==> config.mk <==
export PLATFORM = sky130hd
export DESIGN_NAME = line_buffer_9x9
export DESIGN_NICKNAME = d
export VERILOG_FILES = /design/src/rtl/line_buffer_9x9.sv
export SDC_FILE = /design/constraint.sdc
export NUM_CORES = 1
export LEC_CHECK = 0
export CORE_ASPECT_RATIO = 0.9
export CORE_MARGIN = 1
export CORE_UTILIZATION = 61
export CTS_BUF_LIST = sky130_fd_sc_hd__clkbuf_16
export DETAILED_ROUTE_END_ITERATION = 10
export GPL_TIMING_DRIVEN = 0
export HOLD_SLACK_MARGIN = 0.05
export PLACE_DENSITY = 0.89
export SLEW_MARGIN = 20
export SYNTH_ARGS = -nofsm -noshare
export SYNTH_HDL_FRONTEND = slang
export SYNTH_SLANG_ARGS = --single-unit
==> constraint.sdc <==
create_clock -name clk -period 8.1 [get_ports clk]
set_input_delay 1.215 -clock clk [delete_from_list [all_inputs] [get_ports clk]]
set_output_delay 1.215 -clock clk [all_outputs]
set_load 0.01 [all_outputs]
==> src/rtl/line_buffer_9x9.sv <==
// Raster-to-column converter feeding the 9x9 median filter: eight line memories plus the live pixel form one 9-tap column.
// Optional frame_done_o output is enabled by defining LINE_BUFFER_9X9_FRAME_DONE_EN.

module line_buffer_9x9_line #(
    parameter int COLS = 11,
    parameter int CW   = 4
) (
    input  logic          clk,
    input  logic          we,
    input  logic [CW-1:0] addr,
    input  logic [7:0]    wd,
    output logic [7:0]    rd
);
    logic [7:0] mem [COLS];

    // Read is combinational, so a same-cycle write is seen only on the next access.
    always_ff @(posedge clk) begin
        if (we) mem[addr] <= wd;
    end

    assign rd = mem[addr];
endmodule

module line_buffer_9x9 #(
    parameter int ROWS = 11,
    parameter int COLS = 11
) (
    input  logic       clk,
    input  logic       rst,
    input  logic [7:0] pixel_i,
    input  logic       valid_i,
    output logic [7:0] d0_o,
    output logic [7:0] d1_o,
    output logic [7:0] d2_o,
    output logic [7:0] d3_o,
    output logic [7:0] d4_o,
    output logic [7:0] d5_o,
    output logic [7:0] d6_o,
    output logic [7:0] d7_o,
    output logic [7:0] d8_o,
    output logic       done_o
`ifdef LINE_BUFFER_9X9_FRAME_DONE_EN
    ,
    output logic       frame_done_o
`endif
);
    localparam int NUM_LANES = 8;
    localparam int CW = $clog2(COLS);
    localparam int RW = $clog2(ROWS);
    localparam logic [CW-1:0] COL_LAST = CW'(COLS - 1);
    localparam logic [RW-1:0] ROW_LAST = RW'(ROWS - 1);
    localparam logic [RW-1:0] ROW_FIRST_OUT = RW'(8);

    logic [CW-1:0] col_cnt;
    logic [RW-1:0] row_cnt;
    logic          col_last, row_last, we;
    logic [NUM_LANES-1:0][7:0] rd, wd;
    logic [NUM_LANES:0][7:0]   dq;
    logic          done_q;

    assign col_last = (col_cnt == COL_LAST);
    assign row_last = (row_cnt == ROW_LAST);
    // A pixel arriving with reset asserted is dropped, memories included.
    assign we = valid_i && rst;

    // Each lane takes the line above it; the top lane takes the live pixel.
    genvar k;
    generate
        for (k = 0; k < NUM_LANES; k++) begin : g_lane
            if (k == NUM_LANES - 1) begin : g_top
                assign wd[k] = pixel_i;
            end else begin : g_mid
                assign wd[k] = rd[k+1];
            end
            line_buffer_9x9_line #(.COLS(COLS), .CW(CW)) u_line (
                .clk  (clk),
                .we   (we),
                .addr (col_cnt),
                .wd   (wd[k]),
                .rd   (rd[k])
            );
        end
    endgenerate

    always_ff @(posedge clk) begin
        if (!rst) begin
            col_cnt <= '0;
            row_cnt <= '0;
        end else if (valid_i) begin
            if (col_last) begin
                col_cnt <= '0;
                row_cnt <= row_last ? '0 : row_cnt + 1'b1;
            end else begin
                col_cnt <= col_cnt + 1'b1;
            end
        end
    end

    always_ff @(posedge clk) begin
        if (!rst) begin
            dq     <= '0;
            done_q <= 1'b0;
        end else begin
            done_q <= valid_i && (row_cnt >= ROW_FIRST_OUT);
            if (valid_i) dq <= {pixel_i, rd};
        end
    end

`ifdef LINE_BUFFER_9X9_FRAME_DONE_EN
    logic fd_q;
    always_ff @(posedge clk) begin
        if (!rst) fd_q <= 1'b0;
        else      fd_q <= valid_i && row_last && col_last;
    end
    assign frame_done_o = fd_q;
`endif

    assign d0_o   = dq[0];
    assign d1_o   = dq[1];
    assign d2_o   = dq[2];
    assign d3_o   = dq[3];
    assign d4_o   = dq[4];
    assign d5_o   = dq[5];
    assign d6_o   = dq[6];
    assign d7_o   = dq[7];
    assign d8_o   = dq[8];
    assign done_o = done_q;
endmodule

# After elaboration in Yosys (flattened, before gate mapping)

Memory sizes are Yosys's and may differ from the RTL's. A register that Yosys moved wholly into a read port is not among the register bits.
Index checks and enable logic that the tools add are counted.

Register bits: 73
Memory bits (writable): 704
Bits of input ports: 11
Output and inout port bits: 73
Word-level logic and storage cells: 46
Memories kept: 8

Memory list:

| memory               | depth | bits a word | rd ports | clocked after memory_dff | write ports | RTL line | RTL |
|---|---|---|---|---|---|---|---|
| g_lane[0].u_line.mem | 11    | 8           | 1        | 1                        | 1           | 14       | `logic [7:0] mem [COLS];` |
| g_lane[1].u_line.mem | 11    | 8           | 1        | 1                        | 1           | 14       |  |
| g_lane[2].u_line.mem | 11    | 8           | 1        | 1                        | 1           | 14       |  |
| g_lane[3].u_line.mem | 11    | 8           | 1        | 1                        | 1           | 14       |  |
| g_lane[4].u_line.mem | 11    | 8           | 1        | 1                        | 1           | 14       |  |
| g_lane[5].u_line.mem | 11    | 8           | 1        | 1                        | 1           | 14       |  |
| +2 memories          | n/a   | n/a         | n/a      | n/a                      | n/a         | n/a      |  |

$add $sub $neg: 2
Order comparisons: 1
Eq/ne operators: 2
Multiplexer cells: 18
Reductions and logical operators: 4

Operators with widths:

| kind                  | number |
|---|---|
| $mux W4               | 16 |
| $add A4 B1 Y4 const B | 2 |
| $eq A4 B4 Y1 const B  | 2 |
| $ge A4 B4 Y1 const B  | 1 |
| $logic_and A1 B1 Y1   | 2 |
| $mux W1               | 2 |
| $reduce_and A2 Y1     | 1 |
| $logic_not A1 Y1      | 1 |

# Logic depth before layout (Yosys ltp)

Depth after elaboration: 4
Gate-level depth with buffers: 7
Depth with buffers taken out: 4

# Modules after synthesis

From an unflattened synthesis, not the netlist that was laid out.

Cell total of the unflattened synthesis: 1883
Area, all modules: 32286.0 µm²

By module, submodules not included:

| module               | times used | cells an instance | area an instance (µm²) | sequential area each (µm²) |
|---|---|---|---|---|
| line_buffer_9x9_line | 8          | 200               | 3641.0                 | 2642.5 |
| line_buffer_9x9      | 1          | 283               | 3158.0                 | 1621.6 |

# Worst setup path after synthesis

OpenSTA, ideal clock, no wires.

Kind: in2reg
Start: input valid_i
End: memory g_lane[0].u_line.mem[3][0], enable pin
Library setup time: 0.578 ns
Data arrival time: 6.432 ns
Data required time: 7.522 ns
Path slack: 1.090 ns
Stages on the path: 5
Buffers on the path: 1
Cells stage by stage: clkbuf_1 nand2_1 nor2_1 nand2_1 nor3b_1

Word-level cells in the longest chain between the ends: 3

Ends and longest elaborated chain:

| element                       | RTL line | RTL |
|---|---|---|
| start, declared               | 31       | `input logic valid_i,` |
| $logic_and A1 B1 Y1           | 64       | `assign we = valid_i && rst;` |
| $mux W1                       | 18       | `if (we) mem[addr] <= wd;` |
| $mux W1 (implied by the code) | 18       |  |
| end, declared                 | 14       |  |

No other way between the ends.

# Final worst setup path

Start: input rst
End: memory g_lane[4].u_line.mem[10][5], enable pin

Word-level cells in the longest chain between the ends: 3

Ends and longest elaborated chain:

| element                       | RTL line | RTL |
|---|---|---|
| start, declared               | 29       | `input logic rst,` |
| $logic_and A1 B1 Y1           | 64       |  |
| $mux W1                       | 18       |  |
| $mux W1 (implied by the code) | 18       |  |
| end, declared                 | 14       |  |

No other way between the ends.

==> impl_metrics.ini <==
[routing]
first_iter_violations = 2562
post_route_wl_um = 77300
detail-route-antenna-nets = 0
drt_first_pass_iters = 7
drt_drc_violations_left = 0
vias = 16800
avgRoutedWirePerCell_um = 32.2
routed_via_density = 6.99

[cells_and_area]
drive_above_1_share_pct = 21.5
mostFrequentLayoutCell = sky130_fd_sc_hd__edfxtp_1
final_cells = 2399
fin_nets = 1724
most-common-layout-cells = sky130_fd_sc_hd__edfxtp_1 (704), sky130_fd_sc_hd__mux2i_1 (185), sky130_fd_sc_hd__mux4_2 (120)
antennaDiodeCount = 0
n_fill_cell = 2410
final_area_sq_um = 35000
flow.area_growth_from_synthesis_pct = 15.9
fin_util_pct = 72.3

[synthesis]
yosysWarnings = 0
synth.net_count = 1500
mean_instance_size_in_the_synthesized_netlist_sq_um = 20.3
synth_cell_type_count = 36
biggest_area_contributors_in_the_synthesized_netlist = sky130_fd_sc_hd__edfxtp_1 (70%), sky130_fd_sc_hd__mux4_2 (8.9%), sky130_fd_sc_hd__mux2i_1 (6.2%), sky130_fd_sc_hd__dfxtp_1 (5.6%), sky130_fd_sc_hd__mux2_1 (1.9%)
syn-instance-count = 1489
synth_sequential_area_ratio_pct = 75.6
synth.ff_latch_count = 789
synth.top_cell.area_share_pct = 70.0
synthDominantAreaCellType = sky130_fd_sc_hd__edfxtp_1
netlist_area_sq_um = 30200

[critical_path]
crit_chain = clkdlybuf4s50_1, clkbuf_1, clkbuf_1, and2_4, buf_16
path_max_fanout = 38
worst-endpoint-required_ns = 8.40
max_stage_delay_cell_worst_path = sky130_fd_sc_hd__clkbuf_1
cp_data_arrival_time_ns = 4.35
setup.worst_path.start_class = primary input
path_buf_inv = 4
setup.worst_path.class = in -> reg
worstSetupEndpointType = flop
cpMostUsedCell = sky130_fd_sc_hd__clkbuf_1
critPathMaxStageDelay_ns = 0.75
worst_path_dominant_cell_family = buffers and inverters

[clocking]
cts-hold-fix-buffers = 0
cts_root_buf = sky130_fd_sc_hd__clkbuf_16
numCtsBuffers = 74
cts.reportedPaths.clkPinSlew_ns = 0.06
clk_latency_ns = 0.63
post_cts.repair.setup_buffers = 0
cts-root-to-sink-buffers = 3
post_cts_resized = 0
tritoncts_num_sinks = 789
cts_tree = yes
htree_levels = 3

[timing]
fmax_mhz = 247
worstMarginPinSlew_ns = 1.23
skew_ns = 0.0216
grt_setup_unrepaired = no
fin_worst_setup_slack_ns = 4.05
post-route-period-util_pct = 50.0
drv_slew = 0
report.final.hold_viol_count = 0
finalSetupViolCount = 0
finalWorstPathRequiredPeriod_ns = 4.05
worst_hold_slack_ns = 0.500
slew_headroom_pct = 15.7
timing.setup.tns_ns = 0

[power_and_ir_drop]
ir_worst_vdd_mv = 0.193
p_per_area_nw_per_um2 = 249
power.leakage_nw = 11.1
finalPower_mw = 8.70

[floorplan]
floorplan.initialDensity_pct = 62.4
fp.dieW_um = 237
number_of_placement_rows = 76
core_area_sq_um = 48400
die_area_sq_um = 50400
io_pins = 84
die_height_um = 213

[global_route]
grt_overflow = 0
grt_pass1_vias = 17600
overall_routing_resource_usage_pct = 31.6
antenna_found_initial = 1
grt_max_degree = 39
grt_pass1_wl_um = 113000

[placement]
pre_cts_ws_ns = 3.66
postPlaceCellArea_sq_um = 32600
routabilityCongestion = 0.810
detailed_place_hpwl_um = 45900
numPortBuffers = 82
place_inst = 2261

[min_path]
hold_class = reg -> reg

[flow_run]
cap_violations = 0

[status]
outcome = finished clean
## routing by layer
layer	GRT usage, %	vias up	part of all wire, %
met5	0	-	0.016
met4	16.0	2	4.9
met3	7.58	314	12
met2	52.4	1450	49
met1	39.3	8429	34
li1	-	6585	-
## sequential cells by signal, summed over array words and instances (netlist names), 4 cells and up, named ones only
| signal | count |
|---|---|
| row_cnt | 4 |
| d2_o | 8 |
| d3_o | 8 |
| d4_o | 8 |
| d6_o | 8 |
| g_lane.u_line.mem | 704 |
| d0_o | 8 |
| col_cnt | 4 |
| d8_o | 8 |
| d5_o | 8 |
| d1_o | 8 |
| d7_o | 8 |
## final cells by class
type | count | area [sq um] | area share, %
well taps | 624 | 781 | 2.23
repair buffers | 148 | 1540 | 4.39
clock inverters | 63 | 534 | 1.53
multi-input cells | 606 | 6940 | 19.8
flip-flops and latches | 789 | 22800 | 65.3
plain buffers | 93 | 479 | 1.37
inverters | 1 | 3.75 | 0.0107
clock buffers | 75 | 1880 | 5.36
## worst paths after layout
check,end,depth (start not counted),slack (ns),start
worst min register to register,d4_o[1],2,0.50,d4_o[1]
worst max-delay path,g_lane[4].u_line.mem[10][5],5,4.05,rst
worst max register to register,g_lane[1].u_line.mem[8][1],5,4.73,flop
worst min-delay path,d4_o[1],2,0.50,d4_o[1]
## cell families after synthesis
kind of cell           share of synthesized area (%)
AO/OA/AOI/OAI                                   2.42
XOR/XNOR                                      0.0290
buffers and inverters                           1.60
flip-flops                                      75.6
multiplexers                                    17.8
AND/OR/NAND/NOR                                 2.49
## synthesized netlist by cell type, drive strengths merged
cell type	count
a21boi	2
a21oi	3
a221o	8
a311o	1
and2	2
and3	4
and4	1
buf	51
clkbuf	42
dfxtp	85
edfxtp	704
inv	1
mux2	72
mux2i	187
mux4	120
nand2	17
nand2b	4
nand3	43
nand3b	17
nor2	5
nor2b	23
nor3	14
nor3b	3
o21ai	11
o221ai	56
o22ai	9
o41ai	1
or2	2
xnor2	1
## where the power goes
part / internal, mW / switching (mW) / leakage [nW]
registers: 4.57 / 0.0398 / 7.05
logic: 0.234 / 0.378 / 2.79
clock network: 1.95 / 1.52 / 1.23
## worst register-to-register path: stages (launching register included)
cell	delay [ns]
sky130_fd_sc_hd__dfxtp_1	0.44
sky130_fd_sc_hd__clkbuf_1	0.25
sky130_fd_sc_hd__clkbuf_1	0.61
sky130_fd_sc_hd__buf_2	0.50
sky130_fd_sc_hd__mux2i_1	0.20
sky130_fd_sc_hd__mux2i_1	0.98
(Power assumes the default switching activity.)
